File: config.mk
export PLATFORM = sky130hd
export DESIGN_NAME = alu_mc_flat
export DESIGN_NICKNAME = d
export VERILOG_FILES = /design/src/rtl/alu_mc_if.sv /design/src/rtl/alu_mc.sv /design/src/flat_wrapper.sv
export SDC_FILE = /design/constraint.sdc
export NUM_CORES = 1
export LEC_CHECK = 0
export ABC_CLOCK_PERIOD_IN_PS = 8500
export CORE_UTILIZATION = 50
export DETAILED_ROUTE_END_ITERATION = 10
export GPL_TIMING_DRIVEN = 1
export PLACE_DENSITY = 0.82
export RECOVER_POWER = 50
export SLEW_MARGIN = 30
export SYNTH_ARGS = -nofsm -noshare
export SYNTH_HDL_FRONTEND = slang
export SYNTH_SLANG_ARGS = --single-unit
File: constraint.sdc
create_clock -name clk -period 8.5 [get_ports clk]
set_input_delay 1.7 -clock clk [delete_from_list [all_inputs] [get_ports clk]]
set_output_delay 1.7 -clock clk [all_outputs]
set_load 0.02 [all_outputs]
File: src/rtl/alu_mc_if.sv
`default_nettype none
// ============================================================================
// Module   : alu_mc_if
// Brief    : Operand/result valid-ready bundle for the multi-cycle ALU.
// Revision : 1.0
// ============================================================================
interface alu_mc_if #(
    parameter int N = 8
);
    logic         in_valid;
    logic         in_ready;
    logic [N-1:0] A;
    logic [N-1:0] B;
    logic [2:0]   ALU_Sel;
    logic         out_valid;
    logic         out_ready;
    logic [N-1:0] ALU_Result;
    logic [3:0]   ALU_Flags;

    modport master (
        output in_valid, A, B, ALU_Sel, out_ready,
        input  in_ready, out_valid, ALU_Result, ALU_Flags
    );

    modport slave (
        input  in_valid, A, B, ALU_Sel, out_ready,
        output in_ready, out_valid, ALU_Result, ALU_Flags
    );
endinterface
`default_nettype wire

File: src/rtl/alu_mc.sv
`default_nettype none
// ============================================================================
// Module   : alu_mc
// Brief    : 8-op ALU with registered result/flags and a shift-add multiplier.
// Revision : 1.0
// ============================================================================
module alu_mc #(
    parameter  int N  = 8,
    localparam int SW = $clog2(N)
) (
    input  logic    clk,
    input  logic    rst_n,
    alu_mc_if.slave bus
);
    typedef enum logic [1:0] {
        S_IDLE = 2'd0,
        S_MUL  = 2'd1,
        S_DONE = 2'd2
    } state_t;

    localparam logic [2:0]    c_op_add = 3'b000;
    localparam logic [2:0]    c_op_sub = 3'b001;
    localparam logic [2:0]    c_op_and = 3'b010;
    localparam logic [2:0]    c_op_orr = 3'b011;
    localparam logic [2:0]    c_op_eor = 3'b100;
    localparam logic [2:0]    c_op_lsl = 3'b101;
    localparam logic [2:0]    c_op_lsr = 3'b110;
    localparam logic [2:0]    c_op_mul = 3'b111;
    localparam logic [SW-1:0] c_last   = SW'(N - 1);

    state_t         r_state;
    state_t         w_state_nxt;
    logic           w_accept;
    logic           w_in_ready;
    logic           w_out_valid;

    logic [N-1:0]   r_result;
    logic [3:0]     r_flags;
    logic [2*N-1:0] r_acc;
    logic [2*N-1:0] r_mcand;
    logic [N-1:0]   r_mplier;
    logic [SW-1:0]  r_count;

    logic [SW-1:0]  w_sh;
    logic [N:0]     w_sum;
    logic [N:0]     w_dif;
    logic [N:0]     w_lsl;
    logic [N:0]     w_lsr;
    logic [2*N-1:0] w_acc_nxt;
    logic [N-1:0]   w_res;
    logic           w_c;
    logic           w_v;

    // Shifts run one bit wider so the last bit shifted out lands in the extra
    // position; a zero shift leaves that position 0, giving C=0 for free.
    assign w_sh      = bus.B[SW-1:0];
    assign w_sum     = {1'b0, bus.A} + {1'b0, bus.B};
    assign w_dif     = {1'b0, bus.A} + {1'b0, ~bus.B} + {{N{1'b0}}, 1'b1};
    assign w_lsl     = {1'b0, bus.A} << w_sh;
    assign w_lsr     = {bus.A, 1'b0} >> w_sh;
    assign w_acc_nxt = r_acc + (r_mplier[0] ? r_mcand : '0);

    always_comb begin
        w_res = '0;
        w_c   = 1'b0;
        w_v   = 1'b0;
        case (bus.ALU_Sel)
            c_op_add: begin
                w_res = w_sum[N-1:0];
                w_c   = w_sum[N];
                w_v   = (bus.A[N-1] == bus.B[N-1]) && (w_sum[N-1] != bus.A[N-1]);
            end
            c_op_sub: begin
                w_res = w_dif[N-1:0];
                w_c   = w_dif[N];
                w_v   = (bus.A[N-1] != bus.B[N-1]) && (w_dif[N-1] != bus.A[N-1]);
            end
            c_op_and: w_res = bus.A & bus.B;
            c_op_orr: w_res = bus.A | bus.B;
            c_op_eor: w_res = bus.A ^ bus.B;
            c_op_lsl: begin
                w_res = w_lsl[N-1:0];
                w_c   = w_lsl[N];
            end
            c_op_lsr: begin
                w_res = w_lsr[N:1];
                w_c   = w_lsr[0];
            end
            default: w_res = '0;
        endcase
    end

    always_ff @(posedge clk or negedge rst_n) begin
        if (!rst_n) begin
            r_state <= S_IDLE;
        end else begin
            r_state <= w_state_nxt;
        end
    end

    always_comb begin
        w_state_nxt = r_state;
        w_accept    = 1'b0;
        w_in_ready  = 1'b0;
        w_out_valid = 1'b0;
        case (r_state)
            S_IDLE: begin
                w_in_ready = 1'b1;
                if (bus.in_valid) begin
                    w_accept    = 1'b1;
                    w_state_nxt = (bus.ALU_Sel == c_op_mul) ? S_MUL : S_DONE;
                end
            end
            S_MUL: begin
                if (r_count == c_last) begin
                    w_state_nxt = S_DONE;
                end
            end
            S_DONE: begin
                w_out_valid = 1'b1;
                if (bus.out_ready) begin
                    w_state_nxt = S_IDLE;
                end
            end
            default: w_state_nxt = S_IDLE;
        endcase
    end

    always_ff @(posedge clk or negedge rst_n) begin
        if (!rst_n) begin
            r_result <= '0;
            r_flags  <= '0;
            r_acc    <= '0;
            r_mcand  <= '0;
            r_mplier <= '0;
            r_count  <= '0;
        end else if (w_accept) begin
            if (bus.ALU_Sel == c_op_mul) begin
                r_mcand  <= {{N{1'b0}}, bus.A};
                r_mplier <= bus.B;
                r_acc    <= '0;
                r_count  <= '0;
            end else begin
                r_result <= w_res;
                r_flags  <= {w_res[N-1], (w_res == '0), w_c, w_v};
            end
        end else if (r_state == S_MUL) begin
            r_acc    <= w_acc_nxt;
            r_mcand  <= r_mcand << 1;
            r_mplier <= r_mplier >> 1;
            r_count  <= r_count + 1'b1;
            // Final step writes the product straight out, saving a cycle.
            if (r_count == c_last) begin
                r_result <= w_acc_nxt[N-1:0];
                r_flags  <= {w_acc_nxt[N-1], (w_acc_nxt[N-1:0] == '0),
                             (|w_acc_nxt[2*N-1:N]), 1'b0};
            end
        end
    end

    assign bus.in_ready   = w_in_ready;
    assign bus.out_valid  = w_out_valid;
    assign bus.ALU_Result = r_result;
    assign bus.ALU_Flags  = r_flags;

endmodule
`default_nettype wire
File: src/flat_wrapper.sv
// flat-port wrapper written by rule: the top's interface ports become plain ports
module alu_mc_flat 
#(
    parameter  int N  = 8,
    localparam int SW = $clog2(N)
)
  (clk, rst_n, bus_in_valid, bus_A, bus_B, bus_ALU_Sel, bus_out_ready, bus_in_ready, bus_out_valid, bus_ALU_Result, bus_ALU_Flags);
  alu_mc_if #(.N(N)) bus_i ();
  input  logic clk;
  input  logic rst_n;
  input wire logic [$bits(bus_i.in_valid)-1:0] bus_in_valid;
  input wire logic [$bits(bus_i.A)-1:0] bus_A;
  input wire logic [$bits(bus_i.B)-1:0] bus_B;
  input wire logic [$bits(bus_i.ALU_Sel)-1:0] bus_ALU_Sel;
  input wire logic [$bits(bus_i.out_ready)-1:0] bus_out_ready;
  output wire logic [$bits(bus_i.in_ready)-1:0] bus_in_ready;
  output wire logic [$bits(bus_i.out_valid)-1:0] bus_out_valid;
  output wire logic [$bits(bus_i.ALU_Result)-1:0] bus_ALU_Result;
  output wire logic [$bits(bus_i.ALU_Flags)-1:0] bus_ALU_Flags;
  assign bus_i.in_valid = bus_in_valid;
  assign bus_i.A = bus_A;
  assign bus_i.B = bus_B;
  assign bus_i.ALU_Sel = bus_ALU_Sel;
  assign bus_i.out_ready = bus_out_ready;
  assign bus_in_ready = bus_i.in_ready;
  assign bus_out_valid = bus_i.out_valid;
  assign bus_ALU_Result = bus_i.ALU_Result;
  assign bus_ALU_Flags = bus_i.ALU_Flags;
  alu_mc #(.N(N)) u_core (.clk(clk), .rst_n(rst_n), .bus(bus_i));
endmodule
==> results of run 1 <==
==> kinds of logic after synthesis <==
family,Yosys count,share of synthesized area (%)
fa+ha+maj,45,11.9
mux,21,5.18
buf+inv,63,5.23
compound gates,172,24.9
simple gates,224,22.1
flops,56,28.5
xor+xnor,13,2.31
==> power by group <==
part	switching (mW)	internal (mW)	leakage (nW)
combinational	0.396	0.284	1.69
sequential	0.0703	0.356	0.717
clock	0.0931	0.0588	0.0445
==> worst max-delay path, stage by stage <==
cell and delay (ps):
clkdlybuf4s50_1 960, inv_2 300, fa_1 520, nor2b_1 150, o21a_1 180, o21ai_0 180
a21oi_1 140, o211a_1 230, nor4_1 470, a211oi_1 150, a21o_1 180
==> per-layer routing <==
| metal | vias to the layer above | part of all wire, % | global-route usage, % |
|---|---|---|---|
| met4 | 0 | 2.5 | 9.14 |
| met3 | 27 | 6.8 | 4.62 |
| met1 | 2248 | 44 | 40.0 |
| li1 | 2196 | - | - |
| met2 | 176 | 47 | 48.8 |
| met5 | - | 0 | 0 |
==> sequential cells by signal (all words and copies together) (netlist names) <==
name,count
u_core.r_acc,16
u_core.r_mcand,16
u_core.bus.ALU_Result,8
u_core.r_mplier,8
u_core.bus.ALU_Flags,3
u_core.r_count,3
u_core.r_state,2
==> worst max path at each step <==
stage | start | end | slack (ps) | cells after the start
after floorplan | bus_B[2] | u_core.bus.ALU_Flags[2]$_DFFE_PN0P_ | 4500 | 12
after global placement | bus_B[0] | u_core.bus.ALU_Flags[2]$_DFFE_PN0P_ | 3210 | 12
after detailed placement | bus_B[0] | u_core.bus.ALU_Result[6]$_DFFE_PN0P_ | 3210 | 12
after CTS | bus_B[0] | u_core.bus.ALU_Result[6]$_DFFE_PN0P_ | 3530 | 12
after global routing | bus_B[1] | u_core.bus.ALU_Result[6]$_DFFE_PN0P_ | 3420 | 11
final | bus_B[1] | u_core.bus.ALU_Result[6]$_DFFE_PN0P_ | 3540 | 11
==> area by class of cell <==
type                    instances  area (um^2)  area share (%)
clock buffers                   5         68.8            1.27
clock inverters                 3         21.3           0.392
inverters                      31          116            2.15
multi-input cells             475         3270            60.3
flip-flops and latches         56         1400            25.8
well taps                     129          161            2.98
repair buffers                 41          384            7.08
==> per-stage QoR <==
stage	total power, mW	hold WS (ps)	setup slack, ps	area [um^2]
floorplan	0.900	448	4500	4920
global placement	1.08	463	3210	5340
detailed placement	1.11	473	3210	5340
CTS	1.26	495	3530	5430
global route	1.35	508	3420	5420
finish	1.26	479	3540	5420
==> cell usage in the layout (no fill, tap or decap), types with 5 or more instances in the layout <==
master	count
o221ai_1	6
nand2_1	72
clkdlybuf4s50_1	27
a31oi_1	18
a221o_1	5
a21o_1	8
o31ai_1	6
a211oi_1	8
clkbuf_8	5
nor2b_1	9
dlygate4sd3_1	7
o211ai_1	8
xnor2_1	11
nand3_1	21
nand2b_1	8
a22o_1	23
nor2_1	54
mux2_2	6
ha_1	42
and2_1	20
nor3_1	12
mux2i_1	12
dfrtp_1	56
inv_1	29
o21ai_0	23
or3_1	5
a21oi_1	29
==> impl_metrics.csv, run 1 <==
group,metric,value,unit
cells_and_area,nNetsFinal,678,
setup_path,r2r_slack,4890,ps
worst_hold_path,hold_class,"reg -> reg",
cells_and_area,diodes,0,
synth,synth_seq_cells,56,
clock_tree,cts_buffer_depth,2,
setup_path,critPathCaptureType,"register",
synth,yosysWarnings,0,
clock_tree,cts_setup_buffers,0,
routing,drt_first_pass_iters,5,
cells_and_area,postLayoutCoreUtil,57.9,%
power,p_leak,2.46,nW
outcome,violations,"capacitance limit, slew limit",
synth,syn_area,0.00492,mm^2
cells_and_area,syn_to_final_growth,10.2,%
grt,grt_max_degree,57,
clock_tree,h-tree-depth,2,
clock_tree,hold_buffers,0,
synth,ys_types,66,
grt,antenna_found_initial,0,
routing,vias,4647,
grt,gr-total-overflow,0,
setup_path,rr_worst_depth,11,
timing,setup_viol,0,
setup_path,start_kind,"primary input",
clock_tree,clk_latency,320,ps
synth,syn-instance-count,594,
routing,drt_iter0_drc,353,
floorplanning,placement_rows,35,
outcome,outcome,"finished, violations left",
synth,async_flop_share,100,%
timing,period_needed,4960,ps
cells_and_area,stdcell_count,740,
floorplanning,core_area,0.00937,mm^2
synth,yosysSeqAreaShare,28.5,%
timing,finalMaxSlewViolations,57,
setup_path,required,8710,ps
cells_and_area,drive_gt1_share,6.22,%
worst_hold_path,whs_endpoint,"u_core.bus.ALU_Result[4]$_DFFE_PN0P_",
flow_run,maxCapViolations,1,
placed_design,post-dp-hpwl,11100,um
timing,rsz0062_at_grt,"no",
setup_path,critPathMaxFanout,20,
synth,synth_top_cells_by_count,"72 x nand2_1, 56 x dfrtp_1, 55 x nor2_1, 42 x ha_1, 30 x a21oi_1",
routing,wirelength,14500,um
timing,finalSetupTns,0,ps
timing,worst_slew_pin_slew,2980,ps
floorplanning,io_pins,37,
routing,ant_nets,0,
floorplanning,initial_core_util,52.5,%
synth,synth_edf_count,0,
synth,synth_top_area_share,28.5,%
timing,period_share,58.4,%
placed_design,gp_congestion,0.992,
timing,fmaxAchievable,0.202,GHz
worst_hold_path,hold_start,"u_core.bus.ALU_Result[4]$_DFFE_PN0P_",
cells_and_area,final.fill_count,882,
clock_tree,cts.sinks,56,
setup_path,arrival,5170,ps
synth,synth.area.top_cells,"dfrtp_1 28%, ha_1 11%, nand2_1 5.5%, nor2_1 4.2%, a22o_1 4.1%",
clock_tree,ctsResizeCount,0,
power,vdd_drop_max,0.000141,V
floorplanning,die_height,101,um
routing,drc,0,
grt,grt_pass1_vias,4459,
routing,via_per_inst,6.28,
worst_hold_path,hold_depth,1,
setup_path,rr_endpoint,"u_core.bus.ALU_Flags[1]$_DFFE_PN0P_",
placed_design,io_buffers,36,
placed_design,place_inst,732,
timing,slew_headroom,-98.4,%
setup_path,path_class,"in -> reg",
grt,grt_pass1_wl,23400,um
synth,syn_avg_cell_area,8.29,um^2
setup_path,rr_startpoint,"u_core.r_mplier[0]$_DFFE_PN0P_",
synth,synth_area_leader_cell,"dfrtp_1",
floorplanning,die_area,0.0102,mm^2
timing,hold_viol_final,0,
synth,synth.most_common_cell,"nand2_1",
power,power.density,232,mW/mm^2
clock_tree,root_buffer,"clkbuf_8",
synth,ys.flop_type,"dfrtp_1",
floorplanning,chipWidth,101,um
routing,wire_per_inst,19.6,um
synth,syn_nets,662,
clock_tree,numCtsBuffers,5,
clock_tree,clk_pin_slew,90,ps
clock_tree,cts_tree,"yes",
timing,clock-skew-final,14.3,ps
grt,gr-usage-all-layers,29.6,%
Note: power is estimated with default switching activity, not from simulation.
==> run 2, diff against run 1 <==
Settings changed: ABC_CLOCK_PERIOD_IN_PS 8500 to 4930.
Clock period 8.5 ns to 4.93 ns, I/O delays scaled along.
==> run 2 against run 1 <==
  * Setup slack worse by 2500 ps
  * Critical path type unchanged
  * Combinational power grew 74%
  * Critical path depth unchanged
  * The run still ends with capacitance limit, slew limit left
  * Count of clock-buffer cells in the layout unchanged
  * Clock power increased by 84%
==> impl_metrics.csv, run 2 (synthesis gave the netlist of run 1 again) <==
group,metric,value,unit
placed_design,post-dp-hpwl,10900,um
grt,grt_pass1_vias,4248,
clock_tree,hold_buffers,0,
setup_path,arrival,4190,ps
outcome,violations,"capacitance limit, slew limit",
setup_path,critPathCaptureType,"register",
floorplanning,die_height,101,um
cells_and_area,final_cell_mix,"72 x nand2_1, 56 x dfrtp_1, 54 x nor2_1",
routing,drt_first_pass_iters,5,
routing,ant_nets,0,
grt,grt_max_degree,57,
timing,hold_viol_final,0,
clock_tree,clk_pin_slew,110,ps
power,vdd_drop_max,0.000231,V
clock_tree,clk_latency,320,ps
placed_design,io_buffers,36,
cells_and_area,largestRegisters,"u_core.r_acc x16, u_core.r_mcand x16",
cells_and_area,syn_to_final_growth,11.9,%
floorplanning,die_area,0.0102,mm^2
clock_tree,cts_setup_buffers,0,
floorplanning,placement_rows,35,
routing,wire_per_inst,18.8,um
timing,setup_viol,0,
placed_design,gp_congestion,0.948,
routing,wirelength,14100,um
timing,rsz0062_at_grt,"no",
cells_and_area,diodes,0,
timing,clock-skew-final,9.83,ps
setup_path,critPathMaxFanout,11,
cells_and_area,stdcell_count,750,
clock_tree,cts.sinks,56,
timing,fmaxAchievable,0.255,GHz
floorplanning,chipWidth,101,um
cells_and_area,layout_commonest_cell,"nand2_1",
power,power.density,398,mW/mm^2
clock_tree,numCtsBuffers,5,
cells_and_area,multi_input_comb_area,0.00327,mm^2
clock_tree,cts_tree,"yes",
timing,period_share,79.5,%
routing,via_per_inst,6.23,
routing,drc,0,
cells_and_area,drive_gt1_share,7.41,%
clock_tree,root_buffer,"clkbuf_8",
grt,gr-total-overflow,0,
setup_path,start_kind,"primary input",
floorplanning,core_area,0.00937,mm^2
outcome,outcome,"finished, violations left",
routing,drt_iter0_drc,372,
timing,finalSetupTns,0,ps
grt,grt_pass1_wl,22400,um
timing,finalMaxSlewViolations,57,
grt,antenna_found_initial,0,
cells_and_area,nNetsFinal,688,
placed_design,place_inst,742,
clock_tree,h-tree-depth,2,
setup_path,required,5200,ps
timing,period_needed,3920,ps
floorplanning,initial_core_util,52.5,%
cells_and_area,final.fill_count,861,
routing,vias,4674,
worst_hold_path,hold_class,"reg -> reg",
timing,worst_slew_pin_slew,2950,ps
power,p_leak,2.51,nW
flow_run,maxCapViolations,1,
timing,slew_headroom,-96.8,%
grt,gr-usage-all-layers,28.3,%
cells_and_area,seq_area,0.00140,mm^2
clock_tree,cts_buffer_depth,2,
floorplanning,io_pins,37,
clock_tree,ctsResizeCount,0,
setup_path,path_class,"in -> reg",
[run 2: worst paths after layout]
check,start,end,slack [ps],depth (start not counted)
worst max-delay path,bus_B[2],u_core.bus.ALU_Result[7]$_DFFE_PN0P_,1010,11
worst min-delay path,u_core.bus.ALU_Result[3]$_DFFE_PN0P_,u_core.bus.ALU_Result[3]$_DFFE_PN0P_,490,2
worst max register to register,u_core.r_mplier[0]$_DFFE_PN0P_,u_core.bus.ALU_Flags[1]$_DFFE_PN0P_,1310,11
worst min register to register,u_core.bus.ALU_Result[3]$_DFFE_PN0P_,u_core.bus.ALU_Result[3]$_DFFE_PN0P_,490,2
max in group asynchronous,rst_n,u_core.r_mcand[2]$_DFFE_PN0P_,1560,2
min in group asynchronous,rst_n,u_core.bus.ALU_Result[3]$_DFFE_PN0P_,1680,2
[run 2: report_power, final]
group / switching, mW / leakage, nW / internal (mW)
Combinational: 0.682 / 1.74 / 0.498
Sequential: 0.119 / 0.717 / 0.614
Clock: 0.172 / 0.0511 / 0.108
Total: 0.973 / 2.51 / 1.22
[run 2: metal layers]
metal | GRT usage (%) | part of all wire (%)
met5 | 0 | 0
met4 | 8.70 | 2.7
met3 | 2.97 | 5.9
met2 | 44.6 | 45
met1 | 41.0 | 47
[run 2: area by class of cell]
class	count	area share [%]
Inverter	31	2.11
Clock inverter	3	0.522
Timing Repair Buffer	51	8.43
Clock buffer	5	1.25
Tap cell	129	2.93
Multi-Input combinational cell	475	59.3
Sequential cell	56	25.4
[run 2: per-stage QoR]
stage | worst slack, ps | power [mW] | utilization (%) | cell area [um^2] | hold WS [ps]
3_3_place_gp | 783 | 1.86 | 57.8 | 5410 | 461
5_1_grt | 743 | 2.35 | 58.8 | 5510 | 519
6_report | 1010 | 2.19 | 58.8 | 5510 | 492
3_5_place_dp | 717 | 1.91 | 57.8 | 5410 | 475
4_1_cts | 1040 | 2.19 | 58.8 | 5510 | 501
2_1_floorplan | 1650 | 1.55 | - | 4920 | 448
[run 2: critical path, stage by stage]
cell             delay [ps]
clkdlybuf4s50_1         690
clkinv_1                300
ha_1                    530
nand3_1                 110
o2111ai_1               320
a21o_1                  170
a21oi_1                  90
mux2_2                  290
o311a_1                 290
o211ai_1                230
a221o_1                 180
